### src/rtl/cfu_cmd_driver_pkg.sv
// rtl/cfu_cmd_driver_pkg.sv - shared encodings for the CFU command driver
// Request ops, CFU function codes, the write acknowledge word and FSM states.
package cfu_cmd_driver_pkg;

  typedef enum logic [1:0] {
    OP_WRITE_A = 2'd0,
    OP_WRITE_B = 2'd1,
    OP_MULT    = 2'd2,
    OP_READ_C  = 2'd3
  } req_op_e;

  localparam logic [2:0] F3_MULT  = 3'd0;
  localparam logic [2:0] F3_WRITE = 3'd1;
  localparam logic [2:0] F3_READ  = 3'd2;
  localparam logic [2:0] F3_TEMP  = 3'd3;

  localparam logic [6:0] FUNC7_IDX = 7'd1;
  localparam logic [6:0] FUNC7_B   = 7'd1;

  localparam logic [31:0] DONE_ACK = 32'hFFFF_FFFF;

  typedef enum logic [1:0] {
    S_IDLE,
    S_ISSUE,
    S_WAIT_RSP,
    S_DONE
  } state_e;

endpackage

### src/rtl/cfu_cmd_driver_encoder.sv
// rtl/cfu_cmd_driver_encoder.sv - maps (op, step, latched request) to one CFU command
// Purely combinational; last_step_o flags the final command of the sequence.
module cfu_cmd_encoder
  import cfu_cmd_driver_pkg::*;
(
  input  req_op_e        op_i,
  input  logic [1:0]     step_i,
  input  logic [13:0]    addr_i,
  input  logic [3:0]     word_i,
  input  logic [127:0]   data_i,
  input  logic           offset_i,
  input  logic [9:0]     k_i,
  input  logic [10:0]    m_i,
  input  logic [8:0]     n_i,
  output logic [9:0]     function_id_o,
  output logic [31:0]    inputs_0_o,
  output logic [31:0]    inputs_1_o,
  output logic           last_step_o
);

  always_comb begin
    function_id_o = '0;
    inputs_0_o    = '0;
    inputs_1_o    = '0;
    last_step_o   = 1'b1;
    case (op_i)
      OP_WRITE_A, OP_WRITE_B: begin
        // index, upper half into temp, lower half plus commit to A or B
        last_step_o = (step_i == 2'd2);
        case (step_i)
          2'd0: begin
            function_id_o = {FUNC7_IDX, F3_TEMP};
            inputs_0_o    = {18'b0, addr_i};
          end
          2'd1: begin
            function_id_o = {7'd0, F3_TEMP};
            inputs_0_o    = data_i[127:96];
            inputs_1_o    = data_i[95:64];
          end
          default: begin
            function_id_o = {(op_i == OP_WRITE_B) ? FUNC7_B : 7'd0, F3_WRITE};
            inputs_0_o    = data_i[63:32];
            inputs_1_o    = data_i[31:0];
          end
        endcase
      end
      OP_MULT: begin
        function_id_o = {6'b0, offset_i, F3_MULT};
        inputs_0_o    = {22'b0, k_i};
        inputs_1_o    = {5'b0, m_i, 7'b0, n_i};
      end
      default: begin
        function_id_o = {7'd0, F3_READ};
        inputs_0_o    = {21'b0, addr_i[10:0]};
        inputs_1_o    = {28'b0, word_i};
      end
    endcase
  end

endmodule

### src/rtl/cfu_cmd_driver.sv
// rtl/cfu_cmd_driver.sv - single-outstanding CFU command sequencer for buffer/matrix requests
// Optional response watchdog: CFU_DRV_TIMEOUT_EN.
module cfu_cmd_driver
  import cfu_cmd_driver_pkg::*;
#(
  parameter int unsigned TIMEOUT_CYCLES = 4096
) (
  input  logic           clk,
  input  logic           reset,
  input  logic           req_valid,
  output logic           req_ready,
  input  logic [1:0]     req_op,
  input  logic [13:0]    req_addr,
  input  logic [3:0]     req_word,
  input  logic [127:0]   req_data,
  input  logic           req_offset,
  input  logic [9:0]     req_K,
  input  logic [10:0]    req_M,
  input  logic [8:0]     req_N,
  output logic           done_valid,
  output logic [31:0]    done_data,
  output logic           done_err,
  output logic           cmd_valid,
  input  logic           cmd_ready,
  output logic [9:0]     cmd_payload_function_id,
  output logic [31:0]    cmd_payload_inputs_0,
  output logic [31:0]    cmd_payload_inputs_1,
  input  logic           rsp_valid,
  output logic           rsp_ready,
  input  logic [31:0]    rsp_payload_outputs_0
);

  state_e        state_q, state_d;
  logic [1:0]    step_q, step_d;
  logic          err_q, err_d;
  logic [31:0]   rdata_q, rdata_d;
  logic          latch;

  req_op_e       op_q;
  logic [13:0]   addr_q;
  logic [3:0]    word_q;
  logic [127:0]  data_q;
  logic          offset_q;
  logic [9:0]    k_q;
  logic [10:0]   m_q;
  logic [8:0]    n_q;

  logic [9:0]    enc_fid;
  logic [31:0]   enc_in0, enc_in1;
  logic          last_step;

`ifdef CFU_DRV_TIMEOUT_EN
  localparam int TMO_W = $clog2(TIMEOUT_CYCLES) + 1;
  logic [TMO_W-1:0] tmo_q, tmo_d;
`endif

  cfu_cmd_encoder u_enc (
    .op_i          (op_q),
    .step_i        (step_q),
    .addr_i        (addr_q),
    .word_i        (word_q),
    .data_i        (data_q),
    .offset_i      (offset_q),
    .k_i           (k_q),
    .m_i           (m_q),
    .n_i           (n_q),
    .function_id_o (enc_fid),
    .inputs_0_o    (enc_in0),
    .inputs_1_o    (enc_in1),
    .last_step_o   (last_step)
  );

  always_comb begin
    state_d = state_q;
    step_d  = step_q;
    err_d   = err_q;
    rdata_d = rdata_q;
    latch   = 1'b0;
`ifdef CFU_DRV_TIMEOUT_EN
    tmo_d   = tmo_q;
`endif
    case (state_q)
      S_IDLE: begin
        if (req_valid) begin
          latch   = 1'b1;
          step_d  = 2'd0;
          err_d   = 1'b0;
          rdata_d = '0;
          state_d = S_ISSUE;
        end
      end
      S_ISSUE: begin
        if (cmd_ready) begin
          state_d = S_WAIT_RSP;
`ifdef CFU_DRV_TIMEOUT_EN
          tmo_d   = '0;
`endif
        end
      end
      S_WAIT_RSP: begin
`ifdef CFU_DRV_TIMEOUT_EN
        tmo_d = tmo_q + 1'b1;
`endif
        // a bad acknowledge is remembered but the sequence still runs to the end
        if (rsp_valid) begin
          if (op_q == OP_READ_C) rdata_d = rsp_payload_outputs_0;
          else if (rsp_payload_outputs_0 != DONE_ACK) err_d = 1'b1;
          if (last_step) begin
            state_d = S_DONE;
          end else begin
            step_d  = step_q + 2'd1;
            state_d = S_ISSUE;
          end
        end
`ifdef CFU_DRV_TIMEOUT_EN
        else if (tmo_q == TMO_W'(TIMEOUT_CYCLES - 1)) begin
          err_d   = 1'b1;
          state_d = S_DONE;
        end
`endif
      end
      default: state_d = S_IDLE;
    endcase
  end

  always_ff @(posedge clk) begin
    if (reset) begin
      state_q <= S_IDLE;
      step_q  <= '0;
      err_q   <= 1'b0;
      rdata_q <= '0;
`ifdef CFU_DRV_TIMEOUT_EN
      tmo_q   <= '0;
`endif
    end else begin
      state_q <= state_d;
      step_q  <= step_d;
      err_q   <= err_d;
      rdata_q <= rdata_d;
`ifdef CFU_DRV_TIMEOUT_EN
      tmo_q   <= tmo_d;
`endif
    end
  end

  always_ff @(posedge clk) begin
    if (latch) begin
      op_q     <= req_op_e'(req_op);
      addr_q   <= req_addr;
      word_q   <= req_word;
      data_q   <= req_data;
      offset_q <= req_offset;
      k_q      <= req_K;
      m_q      <= req_M;
      n_q      <= req_N;
    end
  end

  assign req_ready  = (state_q == S_IDLE);
  assign cmd_valid  = (state_q == S_ISSUE);
  assign rsp_ready  = (state_q == S_WAIT_RSP);
  assign done_valid = (state_q == S_DONE);
  assign done_data  = done_valid ? rdata_q : '0;
  assign done_err   = done_valid & err_q;

  assign cmd_payload_function_id = cmd_valid ? enc_fid : '0;
  assign cmd_payload_inputs_0    = cmd_valid ? enc_in0 : '0;
  assign cmd_payload_inputs_1    = cmd_valid ? enc_in1 : '0;

endmodule

### config.mk
export PLATFORM = sky130hd
export DESIGN_NAME = cfu_cmd_driver
export DESIGN_NICKNAME = d
export VERILOG_FILES = /design/src/rtl/cfu_cmd_driver_pkg.sv /design/src/rtl/cfu_cmd_driver_encoder.sv /design/src/rtl/cfu_cmd_driver.sv
export SDC_FILE = /design/constraint.sdc
export NUM_CORES = 1
export LEC_CHECK = 0
export ABC_AREA = 0
export BUFFER_PORTS_ARGS = -buffer_cell sky130_fd_sc_hd__buf_4
export CAP_MARGIN = 40
export CORE_MARGIN = 3
export CORE_UTILIZATION = 30
export CTS_CLUSTER_SIZE = 28
export DETAILED_ROUTE_END_ITERATION = 10
export SLEW_MARGIN = 20
export SYNTH_ARGS = -nofsm -noshare
export SYNTH_HDL_FRONTEND = slang
export SYNTH_HIERARCHICAL = 1
export SYNTH_SLANG_ARGS = --single-unit
export TNS_END_PERCENT = 5
### constraint.sdc
create_clock -name clk -period 36 [get_ports clk]
set_input_delay 7.2 -clock clk [delete_from_list [all_inputs] [get_ports clk]]
set_output_delay 7.2 -clock clk [all_outputs]
set_load 0.1 [all_outputs]
==> out/qor.yml <==
grt:
  grt.overflow.total: 0
  grt_usage_pct: 15.3
  grt_pass1_vias: 6216
  grt_max_degree: 61
  grt_pass1_wl_um: 36300
  antenna_found_initial: 2
worst_setup_path:
  crit_type: "reg2out"
  worstPathArrival_ps: 3070
  cp_slowest_cell: "dfxtp_1"
  critPathRequiredTime_ps: 28800
  path_max_fanout: 48
  cp_top_family: "buffers and inverters"
  endpoint_kind: "primary output"
  cp_common_cell: "buf_4"
  worstReg2RegEnd: "data_q[56]$_DFFE_PP_"
  rr_worst_depth: 5
  worstReg2RegStart: "state_q[1]$_SDFFE_PP0P_"
  startpoint_type: "register"
  cp_slowest_stage_delay_ps: 680
  cp_cell_sequence: "nor2b_4 > buf_4 > a22o_1 > a221o_1 > and2_1 > buf_4"
  rrSetupSlack_ps: 33600
  path_buf_inv: 2
clock_network:
  cts_setup_buffers: 0
  cts-root-buf: "clkbuf_16"
  clock_path_buffers: 3
  cts_sinks: 216
  ctsResizeCount: 0
  cts_hold_buf: 0
  clock_latency_ps: 540
  clkTransAtPathRegs_ps: 60
  cts_tree: "done"
  cts_buffers: 25
  htree_levels: 1
final_layout:
  multi_input_area_sq_um: 2160
  area_delta_synth_final_pct: 41.4
  nets: 1104
  layout_common_cells: "329 x buf_4, 179 x edfxtp_1, 75 x and2_1, 73 x a22o_1, 37 x dfxtp_1"
  final_common_cell: "buf_4"
  fill_cells: 2592
  drive_above_1_share_pct: 42.2
  seq_area_sq_um: 6120
power:
  power.switching_w: 0.000152
  p_total_w: 0.000601
  power.internal_w: 0.000449
  sw_frac_of_total_pct: 25.3
  p_per_area_nw_per_um2: 49.6
  ir_drop_mv: 0.0342
  p_clk_share_pct: 38.4
  p_leak_nw: 5.14
  seqPwrFrac_pct: 49.2
  comb_power_share_pct: 12.5
die:
  die_y_um: 175
  die_x_um: 175
  row_count: 61
  core_area_sq_um: 28000
  floorplan.initialDensity_pct: 30.6
  num_io_pins: 327
  die_area_sq_um: 30600
yosys:
  yosysWarnings: 6
  synth-seq-cells: 216
  syn_area_sq_um: 8570
  avgSynthCellArea_sq_um: 15.0
  synth_cell_types: 37
  ys_seq_area_share_pct: 71.3
  synthCells: 571
  async_reset_ff_share_pct: 0
  synth-main-ff-cell: "edfxtp_1"
  synth_edf_count: 179
placed_design:
  portBuffers: 319
  dp_hpwl_um: 17100
  gp_congestion: 0.788
sta:
  fmax_mhz: 97.4
  slew_violations: 0
  finalSetupViolCount: 0
  period_needed_ps: 10270
  tns_ps: 0
  period_share_pct: 28.5
  tightest_slew_ps: 974
  relSlewSlack_pct: 35.5
  hold_violations: 0
  rsz0062_at_grt: "no"
  skew_ps: 16.0
hold_path:
  whs_path_depth: 1
  hold_end: "rdata_q[3]$_SDFFE_PP0P_"
  min_from: "rdata_q[3]$_SDFFE_PP0P_"
  hp-class: "reg2reg"
routing:
  drc: 0
  ant_nets: 0
  vias: 5986
  firstDrtPassIters: 5
  wl_per_cell_um: 19.3
  finalWirelength_um: 24700
  drtIter0Drc: 350
  viasPerCell: 4.67
outcome:
  status: "finished clean"
job:
  max-cap-violations: 0
==> worst reg2reg max path: stages (launching register included) <==
cell     delay (ps)
dfxtp_1         340
buf_4           270
nor3b_2         240
buf_4           370
buf_4           530
buf_12          310
==> cells in the mapped netlist (3+ instances only) <==
library cell / n / area [sq um]
a21oi_1: 9 / 45.0
a221o_1: 10 / 100
a221oi_1: 4 / 35.0
a222oi_1: 16 / 160
a22o_1: 73 / 639
a22oi_1: 3 / 22.5
and2_1: 75 / 469
and3_1: 34 / 213
buf_2: 19 / 95.1
buf_4: 8 / 60.1
buf_6: 6 / 67.6
clkbuf_1: 16 / 60.1
dfxtp_1: 37 / 741
edfxtp_1: 179 / 5380
inv_1: 17 / 63.8
mux2_2: 5 / 56.3
mux2i_1: 4 / 40.0
nand2_1: 11 / 41.3
nand4_1: 7 / 43.8
nor2_1: 11 / 41.3
nor2b_1: 4 / 25.0
o21ai_1: 3 / 15.0
==> stage by stage <==
step                      util [%]  instance area [sq um]  worst slack, ps  std cells  hold WS [ps]
after floorplan                  -                   8600            15010        577           434
after global placement        40.3                  11300            26260       1235           449
after detailed placement      40.7                  11400            26240       1239           447
after CTS                     43.3                  12100            25620       1280           467
after global routing          43.3                  12100            25520       1281           480
final                         43.3                  12100            25730       1281           467
==> area by class of cell <==
class / instances / share of cell area (%)
Multi-Input combinational cell: 293 / 17.8
Tap cell: 378 / 3.90
Sequential cell: 216 / 50.4
Clock buffer: 36 / 5.65
Timing Repair Buffer: 333 / 21.2
Inverter: 19 / 0.588
Antenna cell: 1 / 0.0206
Clock inverter: 5 / 0.351
==> logic make-up (layout without fill, tap and decap cells) <==
group,Yosys count,in the layout,synth area share (%)
flops,216,216,71.3
simple gates,153,153,11.0
compound gates,123,123,12.2
buf+inv,68,393,4.13
mux,10,10,1.30
other cells,1,8,0.0437
==> power by group through the flow <==
stage,registers (W),logic [W],clock network [W]
after floorplan,0.000306,0.0000433,0
after global routing,0.000297,0.0000799,0.000248
final,0.000295,0.0000749,0.000231
after detailed placement,0.000301,0.0000758,0
after CTS,0.000296,0.0000760,0.000239
after global placement,0.000301,0.0000727,0
==> registers in the layout, summed over array words and instances (netlist names) <==
register,cells
word_q,4
offset_q,1
n_q,9
err_q,1
rdata_q,32
k_q,10
addr_q,14
data_q,128
state_q,2
step_q,2
op_q,2
m_q,11
==> layer usage <==
metal / vias up / global-route usage (%) / wire (um)
li1: 2825 / - / -
met1: 2857 / 18.9 / 9810
met2: 253 / 24.9 / 11600
met3: 49 / 5.87 / 2410
met4: 2 / 4.95 / 808
met5: - / 0 / 13
==> how the worst max path moves through the flow <==
stage / start / cells past startpoint / end
after global routing: step_q[1]$_SDFFE_PP0P_ / 6 / cmd_payload_inputs_0[9]
after floorplan: req_valid / 1 / addr_q[0]$_DFFE_PP_
final: step_q[1]$_SDFFE_PP0P_ / 6 / cmd_payload_inputs_0[6]
after CTS: step_q[1]$_SDFFE_PP0P_ / 6 / cmd_payload_inputs_0[9]
after global placement: step_q[1]$_SDFFE_PP0P_ / 6 / cmd_payload_inputs_0[9]
after detailed placement: step_q[1]$_SDFFE_PP0P_ / 6 / cmd_payload_inputs_0[9]
Power figures use the tool's default switching activity.
